### src/rtl/ppu_out_packer_pkg.sv
// rtl/ppu_out_packer_pkg.sv - shared constants, state type and helpers for the PPU output packer
package ppu_out_packer_pkg;

    localparam int DEF_ARRAY_COL   = 16;
    localparam int DEF_OUT_W       = 64;
    localparam int PACK_FIFO_DEPTH = 8;

    typedef enum logic [1:0] {
        ST_IDLE,
        ST_SEND,
        ST_DONE
    } pack_state_e;

    // Counter width that stays at least one bit when only a single value is needed.
    function automatic int cnt_width(input int n);
        return (n > 1) ? $clog2(n) : 1;
    endfunction

endpackage

### src/rtl/sync_fifo.sv
// rtl/sync_fifo.sv - registered-output-free synchronous FIFO with flush, head visible the cycle after push
module sync_fifo
    import ppu_out_packer_pkg::*;
#(
    parameter int WIDTH = 128,
    parameter int DEPTH = 8
) (
    input  logic             clk,
    input  logic             rst_n,
    input  logic             push,
    input  logic             pop,
    input  logic             flush,
    input  logic [WIDTH-1:0] wdata,
    output logic [WIDTH-1:0] rdata,
    output logic             full,
    output logic             empty
);

    localparam int AW = cnt_width(DEPTH);

    logic [AW:0]      wr_ptr;
    logic [AW:0]      rd_ptr;
    logic [AW-1:0]    wr_idx;
    logic [WIDTH-1:0] mem [DEPTH];

    // A push coinciding with a flush lands in slot 0 of the emptied FIFO.
    assign wr_idx = flush ? '0 : wr_ptr[AW-1:0];
    assign empty  = (wr_ptr == rd_ptr);
    assign full   = (wr_ptr[AW] != rd_ptr[AW]) && (wr_ptr[AW-1:0] == rd_ptr[AW-1:0]);
    assign rdata  = mem[rd_ptr[AW-1:0]];

    always_ff @(posedge clk or negedge rst_n) begin
        if (!rst_n) begin
            wr_ptr <= '0;
            rd_ptr <= '0;
        end else if (flush) begin
            wr_ptr <= {{AW{1'b0}}, push};
            rd_ptr <= '0;
        end else begin
            if (push) wr_ptr <= wr_ptr + 1'b1;
            if (pop)  rd_ptr <= rd_ptr + 1'b1;
        end
    end

    always_ff @(posedge clk) begin
        if (push) mem[wr_idx] <= wdata;
    end

endmodule

### src/rtl/ppu_out_packer.sv
// rtl/ppu_out_packer.sv - buffers PPU result vectors and serialises them onto an AXI-Stream master per tile
module ppu_out_packer
    import ppu_out_packer_pkg::*;
#(
    parameter int ARRAY_COL  = DEF_ARRAY_COL,
    parameter int OUT_W      = DEF_OUT_W,
    parameter int FIFO_DEPTH = PACK_FIFO_DEPTH
) (
    input  logic                   clk,
    input  logic                   rst_n,
    input  logic                   i_start,
    input  logic [15:0]            cfg_vec_count,
    input  logic                   i_valid,
    input  logic [ARRAY_COL*8-1:0] i_data_vec,
    output logic                   m_axis_tvalid,
    output logic [OUT_W-1:0]       m_axis_tdata,
    output logic                   m_axis_tlast,
    input  logic                   m_axis_tready,
    output logic                   o_overflow,
    output logic                   o_done,
    output logic                   o_busy
);

    localparam int VEC_W = ARRAY_COL * 8;
    localparam int RATIO = VEC_W / OUT_W;
    localparam int BW    = cnt_width(RATIO);
    localparam logic [BW-1:0] LAST_BEAT = BW'(RATIO - 1);

    pack_state_e      state;
    pack_state_e      state_nxt;
    logic [BW-1:0]    beat_cnt;
    logic [15:0]      vec_cnt;
    logic [15:0]      vec_total;
    logic [VEC_W-1:0] head;
    logic             fifo_full;
    logic             fifo_empty;
    logic             push;
    logic             pop;
    logic             hs;
    logic             last_beat;
    logic             overflow;

    assign last_beat     = (beat_cnt == LAST_BEAT);
    assign m_axis_tvalid = (state == ST_SEND) && !fifo_empty;
    assign hs            = m_axis_tvalid && m_axis_tready;
    assign pop           = hs && last_beat && !i_start;
    // A full FIFO still accepts a vector when the head leaves in the same cycle.
    assign push          = i_valid && (i_start || !fifo_full || pop);

    assign m_axis_tdata  = m_axis_tvalid ? head[OUT_W*beat_cnt +: OUT_W] : '0;
    assign m_axis_tlast  = m_axis_tvalid && last_beat && (vec_cnt == vec_total - 16'd1);
    assign o_overflow    = overflow;
    assign o_done        = (state == ST_DONE);
    assign o_busy        = (state == ST_SEND);

    sync_fifo #(
        .WIDTH (VEC_W),
        .DEPTH (FIFO_DEPTH)
    ) u_fifo (
        .clk   (clk),
        .rst_n (rst_n),
        .push  (push),
        .pop   (pop),
        .flush (i_start),
        .wdata (i_data_vec),
        .rdata (head),
        .full  (fifo_full),
        .empty (fifo_empty)
    );

    always_ff @(posedge clk or negedge rst_n) begin
        if (!rst_n) begin
            state <= ST_IDLE;
        end else begin
            state <= state_nxt;
        end
    end

    always_comb begin
        state_nxt = state;
        if (i_start) begin
            state_nxt = ST_SEND;
        end else begin
            case (state)
                ST_IDLE: state_nxt = ST_IDLE;
                ST_SEND: if (hs && m_axis_tlast) state_nxt = ST_DONE;
                ST_DONE: state_nxt = ST_IDLE;
                default: state_nxt = ST_IDLE;
            endcase
        end
    end

    always_ff @(posedge clk or negedge rst_n) begin
        if (!rst_n) begin
            beat_cnt  <= '0;
            vec_cnt   <= '0;
            vec_total <= 16'd1;
            overflow  <= 1'b0;
        end else if (i_start) begin
            beat_cnt  <= '0;
            vec_cnt   <= '0;
            vec_total <= (cfg_vec_count == 16'd0) ? 16'd1 : cfg_vec_count;
            overflow  <= 1'b0;
        end else begin
            if (hs)                beat_cnt <= last_beat ? '0 : beat_cnt + 1'b1;
            if (pop)               vec_cnt  <= vec_cnt + 16'd1;
            if (i_valid && !push)  overflow <= 1'b1;
        end
    end

endmodule
### config.mk
export PLATFORM = sky130hd
export DESIGN_NAME = ppu_out_packer
export DESIGN_NICKNAME = d
export VERILOG_FILES = /design/src/rtl/ppu_out_packer_pkg.sv /design/src/rtl/sync_fifo.sv /design/src/rtl/ppu_out_packer.sv
export SDC_FILE = /design/constraint.sdc
export NUM_CORES = 1
export LEC_CHECK = 0
export CAP_MARGIN = 20
export CORE_ASPECT_RATIO = 0.8
export CORE_MARGIN = 4
export CORE_UTILIZATION = 50
export DETAILED_ROUTE_END_ITERATION = 12
export GPL_ROUTABILITY_DRIVEN = 0
export HOLD_SLACK_MARGIN = 0.05
export PLACE_DENSITY = 0.65
export SYNTH_ARGS = -nofsm -noshare
export SYNTH_HDL_FRONTEND = slang
export SYNTH_HIERARCHICAL = 1
export SYNTH_SLANG_ARGS = --single-unit
export TNS_END_PERCENT = 50
### constraint.sdc
create_clock -name clk -period 46.3 [get_ports clk]
set_input_delay 9.26 -clock clk [delete_from_list [all_inputs] [get_ports clk]]
set_output_delay 9.26 -clock clk [all_outputs]
set_load 0.05 [all_outputs]
==> flow_summary_export.csv, run 1 <==
group,metric,value,unit
logic_synthesis,yosys_register_bits,1068,
power,netSwitchingFraction,22.5,%
place,detailed_place.area,0.0455,mm2
layout,post_route_cells_drive_above_1_share,23.9,%
clock_tree,cts_made_buffers,103,
power,p_int,1.67,mW
power,seqPwrFrac,51.0,%
power,p_leak,15.3,nW
clock_tree,h-tree-depth,3,
global_route,grt_antenna_before_repair,16,
route,drtAntennaViolNets,0,
clock_tree,cts-resized-gates,0,
worst_setup_path,r2r_slack,40.67,ns
floorplan,fp.dieArea,0.0892,mm2
sta,final.min_clock_period,14.51,ns
place,post-place-cells,3176,
layout,fin_cells,3374,
logic_synthesis,fraction_of_synthesized_cell_area_taken_by_the_top_area_cell_type,72.8,%
route,finalWirelength,87400,um
worst_setup_path,end_kind,"primary output",
sta,final_max_slew_viol_count,0,
route,routedWlPerCell,25.9,um
sta,hold_violations,0,
floorplan,die_h,268,um
clock_tree,ctsHoldBuffers,0,
floorplan,row_count,95,
floorplan,initial_utilization,50.4,%
layout,ff_latch_area,0.0319,mm2
global_route,overflow,0,
logic_synthesis,synth.yosys.warnings,6,
worst_setup_path,worst_ep_required_time,37.04,ns
worst_setup_path,worst_r2r_path_depth,11,
logic_synthesis,post_synth.cell_area_avg,22.1,um2
logic_synthesis,most_common_flop_cell_mapped_by_yosys,"edfxtp_1",
place,hpwl,45900,um
route,detail_route.drc_violations,0,
power,combPwrFrac,9.5,%
route,drtIter0Drc,1468,
run,drv_cap,0,
power,clockPowerShare,39.5,%
worst_setup_path,worst-endpoint-arrival,5.25,ns
power,ir_drop,28.2,uV
floorplan,core-area,0.0838,mm2
worst_setup_path,timing.critical_path.from_type,"flip-flop",
worst_setup_path,timing.rr.start,"u_fifo/rd_ptr[1]$_DFFE_PN0P_",
global_route,grt_start_max_net_pins,116,
clock_tree,cts.reportedPaths.clkPinSlew,0.06,ns
layout,num-fill-cells,6019,
worst_setup_path,worst-path-max-fanout,68,
clock_tree,worstSkewPairLatency,0.66,ns
clock_tree,clock_tree.buffer_depth,3,
place,io_buffer_count,217,
sta,setup_tns,0,ns
floorplan,floorplan.io_pins,218,
logic_synthesis,ranking_of_synthesized_cells_by_instance_count,"edfxtp_1, mux4_2, mux2_2",
logic_synthesis,synth.distinct_cells,50,
worst_setup_path,reg2reg_to,"u_fifo/mem[0][58]$_DFFE_PP_",
status,run_status,"finished, final reports clean",
worst_setup_path,worst_setup_path_startpoint,"u_fifo/rd_ptr[1]$_DFFE_PN0P_",
power,p_per_area,43.9,mW/mm2
min_path,holdCritPathClass,"flip-flop to flip-flop",
sta,unrepaired_setup_endpoints_after_global_routing,"false",
sta,timing.slew.headroom,28.3,%
sta,fmaxAchievable,0.0689,GHz
layout,multi_input_gate_area,0.00979,mm2
sta,finalSetupViolations,0,
sta,post-route-period-util,31.3,%
global_route,first_pass_grt_wire_length,131000,um
route,viasPerCell,5.81,
worst_setup_path,crit_path_end,"m_axis_tdata[4]",
logic_synthesis,number_of_enable_type_register_cells_in_the_synthesized_netlist,1024,
floorplan,fp.dieW,333,um
route,detailed_routing_iteration_count_for_the_pre_antenna_repair_pass,6,
clock_tree,cts_setup_buffers,0,
logic_synthesis,nets_in_the_synthesized_netlist,2063,
layout,fin_nets,2320,
worst_setup_path,critical_path_class,"flip-flop to primary output",
logic_synthesis,library_cell_occupying_the_most_area_in_the_post_synthesis_netlist,"edfxtp_1",
sta,worstMarginPinSlew,1.08,ns
logic_synthesis,netlist_top_cells_area,"edfxtp_1, mux4_2, mux2_2",
logic_synthesis,number_of_standard_cells_after_synthesis,1910,
layout,post-route-util,58.5,%
power,p_switching,484,uW
global_route,first_global_vias,20400,
clock_tree,cts_root_buf,"clkbuf_16",
logic_synthesis,yosysMostFrequentCell,"edfxtp_1",
layout,finalInstanceArea,0.0490,mm2
logic_synthesis,async_set_reset_flop_share_out_of_synthesis,4.12,%
global_route,tot_gr_track_use,19.6,%
clock_tree,clkSinkCount,1068,
power,overall_power,2.15,mW
layout,p_r_area_growth_vs_syn,16.1,%
route,dr_total_vias,19600,
logic_synthesis,combined_area_of_all_synthesized_cells,0.0422,mm2
sta,clock-skew-final,0.0212,ns
clock_tree,cts_tree,"yes",
logic_synthesis,yosysSeqAreaShare,75.4,%
## power by group through the flow
| stage | Clock (mW) | Sequential (mW) | Combinational, mW |
|---|---|---|---|
| 3_5_place_dp | 0 | 1.12 | 0.207 |
| 4_1_cts | 0.873 | 1.10 | 0.208 |
| 3_3_place_gp | 0 | 1.12 | 0.205 |
| 6_report | 0.852 | 1.10 | 0.205 |
| 2_1_floorplan | 0 | 1.12 | 0.131 |
| 5_1_grt | 0.916 | 1.10 | 0.217 |
## how the worst min path moves through the flow
stage | start | end | slack (ns) | depth (start not counted)
global route | vec_cnt[15]$_DFFE_PN0P_ | vec_cnt[15]$_DFFE_PN0P_ | 0.58 | 2
detailed placement | vec_total[0]$_DFFE_PN1P_ | vec_total[0]$_DFFE_PN1P_ | 0.52 | 2
floorplan | vec_total[0]$_DFFE_PN1P_ | vec_total[0]$_DFFE_PN1P_ | 0.49 | 2
CTS | vec_total[0]$_DFFE_PN1P_ | vec_total[0]$_DFFE_PN1P_ | 0.53 | 2
global placement | vec_total[0]$_DFFE_PN1P_ | vec_total[0]$_DFFE_PN1P_ | 0.52 | 2
finish | vec_total[0]$_DFFE_PN1P_ | vec_total[0]$_DFFE_PN1P_ | 0.53 | 2
## final cells by class
cell class | instances | area share, %
clock buffers | 124 | 5.55
clock inverters | 66 | 1.51
diodes | 7 | 0.0357
well taps | 1115 | 2.85
multi-input cells | 730 | 20.0
repair buffers | 252 | 5.02
inverters | 12 | 0.0919
flip-flops and latches | 1068 | 65.0
## logic make-up after synthesis
group                    count (synthesis)  share of synthesized area, %
multiplexers                           463                          19.5
buffers and inverters                  112                          1.51
XOR/XNOR                                40                         0.830
flip-flops                            1068                          75.4
AO/OA/AOI/OAI                           34                         0.539
adder cells (fa/ha/maj)                  4                         0.119
AND/OR/NAND/NOR                        189                          2.06
## through the flow
stage          worst slack (ns)  hold WS [ns]
6_report                  31.79         0.531
3_5_place_dp              32.33         0.523
5_1_grt                   31.47         0.580
4_1_cts                   31.60         0.534
2_1_floorplan             22.21         0.487
3_3_place_gp              32.34         0.522
## critical path, cell delays in order (launching register included)
cell and delay [ns]:
dfrtp_4 1.05, buf_4 0.85, buf_4 0.86, mux4_2 0.41, mux2_2 0.27, mux2i_1 0.16, nor2_1 0.12, clkdlybuf4s50_1 0.76
## layer usage
| metal | routed length [um] | share of wire, % | GRT usage [%] | up-vias |
|---|---|---|---|---|
| met5 | 98 | 0.11 | 0 | - |
| met4 | 1820 | 2.1 | 5.43 | 16 |
| met3 | 4520 | 5.2 | 3.76 | 142 |
| met2 | 42500 | 49 | 31.5 | 447 |
| met1 | 38500 | 44 | 28.1 | 10500 |
| li1 | - | - | - | 8505 |
## registers in the layout (all words and copies together), names as in the netlist
register       flops
beat_cnt           1
vec_total         16
o_overflow         1
u_fifo/mem      1024
u_fifo/wr_ptr      4
state              2
u_fifo/rd_ptr      4
vec_cnt           16
## placed cells by master (no fill, tap or decap), types with 4 or more instances in the layout
| cell type | synthesis | routed |
|---|---|---|
| ha_1 | 4 | 4 |
| mux2_2 | 141 | 141 |
| nand2_1 | 20 | 20 |
| clkdlybuf4s50_1 | 0 | 215 |
| nand3_1 | 7 | 7 |
| nor2_1 | 105 | 103 |
| mux2i_1 | 66 | 66 |
| xnor2_1 | 22 | 22 |
| xor2_1 | 18 | 18 |
| nand2b_1 | 4 | 4 |
| dfrtp_4 | 0 | 4 |
| mux4_2 | 197 | 197 |
| dfrtp_1 | 43 | 39 |
| inv_1 | 12 | 12 |
| a211oi_1 | 5 | 5 |
| and3_1 | 4 | 4 |
| or3_1 | 4 | 4 |
| mux4_1 | 59 | 59 |
| clkbuf_1 | 39 | 18 |
| buf_4 | 3 | 32 |
| nor4_1 | 7 | 6 |
| nor3_2 | 1 | 4 |
| edfxtp_1 | 1024 | 1024 |
| o21ai_0 | 6 | 6 |
| a21oi_1 | 6 | 6 |
| clkinv_1 | 0 | 27 |
| diode_2 | 0 | 7 |
| nor3_1 | 13 | 10 |
| clkinv_2 | 0 | 16 |
| clkbuf_16 | 0 | 106 |
| nand4_1 | 7 | 7 |
| bufinv_16 | 0 | 16 |
(Power assumes the default switching activity.)
==> run 2: changes to the inputs <==
--- a/config.mk
+++ b/config.mk
@@ -12,7 +12,7 @@
 export DETAILED_ROUTE_END_ITERATION = 12
 export GPL_ROUTABILITY_DRIVEN = 0
 export HOLD_SLACK_MARGIN = 0.05
-export PLACE_DENSITY = 0.65
+export PLACE_DENSITY = 0.68
 export SYNTH_ARGS = -nofsm -noshare
 export SYNTH_HDL_FRONTEND = slang
 export SYNTH_HIERARCHICAL = 1
==> constraint.sdc (replaced) <==
create_clock -name clk -period 13 [get_ports clk]
set_input_delay 2.6 -clock clk [delete_from_list [all_inputs] [get_ports clk]]
set_output_delay 2.6 -clock clk [all_outputs]
set_load 0.05 [all_outputs]
==> run 2 against run 1 <==
Effect of this change:
- non-clock buffer count decreased by 8
- final area shrank 0.34%
- via count about the same
- register-to-register slack got worse by 33 ns
- global-route usage decreased by 0.38 points
- clock skew is 0.019 ns higher
- clock power increased to 3.4 times the previous value
- highest routed layer unchanged
==> flow_summary_export.csv, run 2 (synthesis gave the netlist of run 1 again) <==
group,metric,value,unit
status,run_status,"finished, final reports clean",
layout,largest_reg_flops,1024,
place,post-place-cells,3168,
sta,final_max_slew_viol_count,0,
sta,finalHoldWorstSlack,0.553,ns
global_route,grt_start_max_net_pins,129,
power,overall_power,7.51,mW
layout,fin_cells,3375,
clock_tree,cts.reportedPaths.clkPinSlew,0.06,ns
worst_setup_path,worst-endpoint-arrival,5.32,ns
power,ir_drop,104,uV
sta,post-route-period-util,60.9,%
place,hpwl,43800,um
route,viasPerCell,5.80,
worst_setup_path,crit_path_max_incr_delay,0.97,ns
sta,finalSetupViolations,0,
sta,fmaxAchievable,0.126,GHz
route,detail_route.drc_violations,0,
clock_tree,worstSkewPairLatency,0.67,ns
floorplan,initial_utilization,50.4,%
floorplan,die_h,268,um
worst_setup_path,end_kind,"primary output",
layout,post_route_cells_drive_above_1_share,24.0,%
global_route,tot_gr_track_use,19.2,%
clock_tree,cts_tree,"yes",
clock_tree,clock_tree.buffer_depth,3,
sta,timing.slew.headroom,25.7,%
route,finalWirelength,85700,um
clock_tree,cts_setup_buffers,0,
clock_tree,cts_made_buffers,103,
sta,setup_tns,0,ns
floorplan,core-area,0.0838,mm2
sta,final.min_clock_period,7.92,ns
route,detailed_routing_iteration_count_for_the_pre_antenna_repair_pass,5,
worst_setup_path,timing.critical_path.from_type,"flip-flop",
sta,worstMarginPinSlew,1.11,ns
clock_tree,ctsHoldBuffers,0,
worst_setup_path,crit_chain,"buf_4 > buf_4 > mux4_2 > mux2_2 > mux2i_1 > nor2_1 > clkdlybuf4s50_1",
clock_tree,h-tree-depth,3,
layout,top_regs,"u_fifo/mem x1024, vec_cnt x16, vec_total x16",
global_route,first_global_vias,20800,
clock_tree,cts-resized-gates,0,
run,drv_cap,0,
power,p_per_area,154,mW/mm2
worst_setup_path,critical_path_class,"flip-flop to primary output",
floorplan,floorplan.io_pins,218,
layout,layout_commonest_cell,"edfxtp_1",
worst_setup_path,worst_ep_required_time,10.40,ns
clock_tree,clkSinkCount,1068,
layout,layout.cells.most_common_list,"edfxtp_1, clkdlybuf4s50_1, mux4_2",
worst_setup_path,worst-path-max-fanout,74,
floorplan,fp.dieW,333,um
sta,unrepaired_setup_endpoints_after_global_routing,"false",
global_route,first_pass_grt_wire_length,130000,um
route,routedWlPerCell,25.4,um
sta,clock-skew-final,0.0401,ns
sta,hold_violations,0,
place,io_buffer_count,217,
route,dr_total_vias,19600,
power,p_leak,15.2,nW
floorplan,row_count,95,
layout,fin_nets,2312,
global_route,grt_antenna_before_repair,18,
route,drtIter0Drc,1495,
layout,p_r_area_growth_vs_syn,15.7,%
layout,post-route-util,58.3,%
clock_tree,cts_root_buf,"clkbuf_16",
layout,num-fill-cells,5933,
layout,register_bank_with_the_most_flops,"u_fifo/mem",
route,drtAntennaViolNets,0,
global_route,overflow,0,
worst_setup_path,cell_at_the_slowest_stage_of_the_critical_path,"dfrtp_4",
floorplan,fp.dieArea,0.0892,mm2
worst_setup_path,timing.critical_path.mode_cell,"buf_4",
min_path,holdCritPathClass,"flip-flop to flip-flop",
[run 2: cell count changes in the layout (fill, tap and decap cells not counted), moves of 3 or more]
cell | previous run | this run
buf_4 | 32 | 20
bufinv_16 | 16 | 6
clkinv_2 | 16 | 24
clkinv_4 | 0 | 5
buf_12 | 3 | 7
diode_2 | 7 | 11
clkbuf_16 | 106 | 103
clkinv_1 | 27 | 24
inv_16 | 0 | 3
[run 2: power breakdown]
part	switching (mW)	total [mW]	internal [mW]
logic	0.446	0.725	0.279
registers	0.0447	3.91	3.86
clock network	1.27	2.87	1.60
[run 2: path summary, 6_finish.rpt]
path / start / end / slack [ns] / cells past startpoint
hold / removal: vec_total[15]$_DFFE_PN0P_ / vec_total[15]$_DFFE_PN0P_ / 0.55 / 1
hold reg to reg: vec_total[15]$_DFFE_PN0P_ / vec_total[15]$_DFFE_PN0P_ / 0.55 / 1
setup reg to reg: u_fifo/rd_ptr[1]$_DFFE_PN0P_ / u_fifo/mem[2][52]$_DFFE_PP_ / 7.67 / 11
setup / recovery: u_fifo/rd_ptr[1]$_DFFE_PN0P_ / m_axis_tdata[62] / 5.08 / 7
max in group asynchronous: rst_n / u_fifo/rd_ptr[2]$_DFFE_PN0P_ / 10.67 / 2
min in group asynchronous: rst_n / vec_total[4]$_DFFE_PN0P_ / 1.84 / 1
[run 2: metrics by stage]
stage | area [um2] | setup slack, ns
finish | 48900 | 5.08
global route | 48800 | 4.81
CTS | 48800 | 5.00
detailed placement | 45500 | 5.74
global placement | 45500 | 5.75
floorplan | 42200 | -3.37
[run 2: critical path: cells and delay by family (launching register included)]
family / cells / cell delay, ns
buffers and inverters: 3 / 2.64
flip-flops: 1 / 0.97
multiplexers: 3 / 0.59
AND/OR/NAND/NOR: 1 / 0.34
[run 2: area by class of cell]
type                            instances  area [um2]  share of cell area, %
Sequential cell                      1068       31900                   65.2
Clock inverter                         73         617                   1.26
Timing Repair Buffer                  244        2450                   5.02
Tap cell                             1115        1400                   2.85
Antenna cell                           11        27.5                 0.0563
Multi-Input combinational cell        730        9790                   20.0
Inverter                               12        45.0                 0.0922
Clock buffer                          122        2670                   5.46
[run 2: layer usage]
metal	track usage [%]	vias up	share of wire [%]
met5	0	-	0.11
met4	5.00	16	1.9
met3	4.07	138	5.4
met2	31.2	461	49
met1	27.1	10500	43
li1	-	8479	-
==> run 3: changes to the inputs <==
==> constraint.sdc (replaced) <==
create_clock -name clk -period 7 [get_ports clk]
set_input_delay 1.4 -clock clk [delete_from_list [all_inputs] [get_ports clk]]
set_output_delay 1.4 -clock clk [all_outputs]
set_load 0.05 [all_outputs]
==> run 3 against run 2 <==
Effect of this change:
- register-to-register slack lost 5.1 ns
- sequential share of layout area is 0.44 points lower
- global-route usage down 0.069 points
- first-iteration DRC count is 2.9% higher
- critical path depth stayed put
- combinational power rose by 88%
- highest routed layer unchanged
==> flow_summary_export.csv, run 3 (synthesis gave the netlist of run 1 again) <==
group,metric,value,unit
sta,clock-skew-final,0.0387,ns
place,detailed_place.area,0.0458,mm2
layout,largest_reg_flops,1024,
worst_setup_path,r2r_slack,2.55,ns
place,post-place-cells,3175,
sta,final_max_slew_viol_count,0,
route,dr_total_vias,19700,
worst_setup_path,timing.rr.start,"u_fifo/rd_ptr[0]$_DFFE_PN0P_",
status,run_status,"finished, final reports clean",
floorplan,initial_utilization,50.4,%
worst_setup_path,critical_path_class,"flip-flop to primary output",
layout,fin_cells,3379,
sta,post-route-period-util,83.9,%
layout,fin_nets,2321,
global_route,first_pass_grt_wire_length,130000,um
power,seqPwrFrac,51.5,%
worst_setup_path,timing.critical_path.buf_inv,3,
place,hpwl,44000,um
worst_setup_path,cp.depth,7,
min_path,worstHoldPathCells,2,
min_path,holdCritPathClass,"flip-flop to flip-flop",
route,detailed_routing_iteration_count_for_the_pre_antenna_repair_pass,5,
layout,register_bank_with_the_most_flops,"u_fifo/mem",
sta,hold_violations,0,
route,detail_route.drc_violations,0,
place,detailedPlace.worstSlack,1.69,ns
layout,p_r_area_growth_vs_syn,16.5,%
power,ir_drop,225,uV
clock_tree,cts-resized-gates,0,
run,drv_cap,0,
route,viasPerCell,5.83,
place,io_buffer_count,217,
worst_setup_path,timing.critical_path.mode_cell,"buf_12",
layout,post_route_cells_drive_above_1_share,24.5,%
global_route,first_global_vias,20700,
route,routedWlPerCell,25.4,um
clock_tree,cts_setup_buffers,0,
clock_tree,cts_made_buffers,105,
worst_setup_path,reg2reg_to,"u_fifo/mem[7][74]$_DFFE_PP_",
power,p_leak,15.3,nW
worst_setup_path,worst_ep_required_time,5.60,ns
global_route,overflow,0,
clock_tree,cts_tree,"yes",
power,p_per_area,286,mW/mm2
global_route,grt_antenna_before_repair,14,
route,drtAntennaViolNets,0,
power,netSwitchingFraction,23.3,%
floorplan,floorplan.io_pins,218,
floorplan,die_h,268,um
worst_setup_path,worst-endpoint-arrival,4.48,ns
floorplan,row_count,95,
clock_tree,h-tree-depth,3,
worst_setup_path,end_kind,"primary output",
sta,fin_ws,1.12,ns
worst_setup_path,cell_at_the_slowest_stage_of_the_critical_path,"clkdlybuf4s50_1",
sta,final.min_clock_period,5.88,ns
worst_setup_path,timing.critical_path.from_type,"flip-flop",
power,clockPowerShare,38.9,%
worst_setup_path,crit_chain,"buf_12 > buf_12 > mux4_2 > mux2_2 > mux2i_1 > nor2_1 > clkdlybuf4s50_1",
worst_setup_path,worst_r2r_path_depth,11,
sta,unrepaired_setup_endpoints_after_global_routing,"false",
clock_tree,cts.reportedPaths.clkPinSlew,0.06,ns
min_path,hp-start,"vec_total[0]$_DFFE_PN1P_",
worst_setup_path,worst-path-max-fanout,117,
sta,timing.slew.headroom,28.2,%
sta,fmaxAchievable,0.170,GHz
clock_tree,ctsHoldBuffers,0,
floorplan,core-area,0.0838,mm2
layout,layout_commonest_cell,"edfxtp_1",
worst_setup_path,crit_path_max_incr_delay,0.75,ns
clock_tree,clock_tree.buffer_depth,3,
clock_tree,worstSkewPairLatency,0.68,ns
route,drtIter0Drc,1539,
sta,worstMarginPinSlew,1.08,ns
layout,top_regs,"u_fifo/mem x1024, vec_cnt x16, vec_total x16",
route,finalWirelength,85900,um
global_route,tot_gr_track_use,19.2,%
floorplan,fp.dieW,333,um
floorplan,fp.dieArea,0.0892,mm2
layout,layout.cells.most_common_list,"edfxtp_1, clkdlybuf4s50_1, mux4_2",
power,p_switching,3.29,mW
layout,finalInstanceArea,0.0492,mm2
layout,num-fill-cells,5927,
power,p_int,10.8,mW
power,combPwrFrac,9.6,%
global_route,grt_start_max_net_pins,119,
clock_tree,cts_root_buf,"clkbuf_16",
sta,finalSetupViolations,0,
clock_tree,clkSinkCount,1068,
worst_setup_path,crit_family,"buffers and inverters",
min_path,hold-path-endpoint,"vec_total[0]$_DFFE_PN1P_",
power,overall_power,14.1,mW
run 3: cell types whose count changed in the layout (fill, tap and decap cells not counted), sizes merged, moves of 3 or more:
cell      change
clkinv        -6
clkinvlp     +11
diode         -7
inv           -6
clkbuf        +3
buf           +7
run 3: layer usage:
metal  share of wire (%)  GRT usage (%)
met4                 1.9           4.71
met5                0.13              0
met1                  42           26.8
met3                 6.1           3.97
met2                  49           31.5
run 3: power groups by stage:
stage	Clock, mW	Combinational [mW]	Sequential [mW]
2_1_floorplan	0	0.869	7.36
3_3_place_gp	0	1.35	7.38
3_5_place_dp	0	1.37	7.39
4_1_cts	5.61	1.38	7.26
5_1_grt	5.91	1.44	7.27
6_report	5.48	1.36	7.26
run 3: metrics by stage:
step	hold slack, ns	setup TNS (ns)	util (%)
after floorplan	0.487	-427.35	-
after global placement	0.517	0	54.6
after CTS	0.541	0	58.7
final	0.538	0	58.7
after detailed placement	0.528	0	54.6
after global routing	0.572	0	58.7
run 3: how the worst max path moves through the flow:
stage / startpoint / end / slack (ns)
5_1_grt: u_fifo/rd_ptr[0]$_DFFE_PN0P_ / m_axis_tdata[43] / 0.90
4_1_cts: u_fifo/rd_ptr[1]$_DFFE_PN0P_ / m_axis_tdata[43] / 0.96
6_report: u_fifo/rd_ptr[1]$_DFFE_PN0P_ / m_axis_tdata[43] / 1.12
2_1_floorplan: u_fifo/rd_ptr[0]$_DFFE_PN0P_ / u_fifo/mem[6][0]$_DFFE_PP_ / -1.42
3_3_place_gp: u_fifo/rd_ptr[1]$_DFFE_PN0P_ / m_axis_tdata[43] / 1.73
3_5_place_dp: u_fifo/rd_ptr[1]$_DFFE_PN0P_ / m_axis_tdata[43] / 1.69
run 3: worst reg2reg max path, cell delays in order (launching register included):
cell and delay [ns]:
dfrtp_4 0.84, xnor2_1 0.13, nand3_1 0.11, nor2b_1 0.06, or3b_4 0.67, clkinvlp_4 0.23, nand3_1 0.18, nand2_1 0.15
o21a_1 0.38, nand3_1 0.28, nor2_4 0.19, buf_4 0.82
run 3: layout make-up:
type	instances	area [um2]	area share [%]
diodes	4	10.0	0.0203
inverters	12	48.8	0.0992
clock buffers	125	2730	5.56
flip-flops and latches	1068	31900	64.8
well taps	1115	1400	2.84
repair buffers	251	2650	5.39
clock inverters	74	674	1.37
multi-input cells	730	9820	20.0
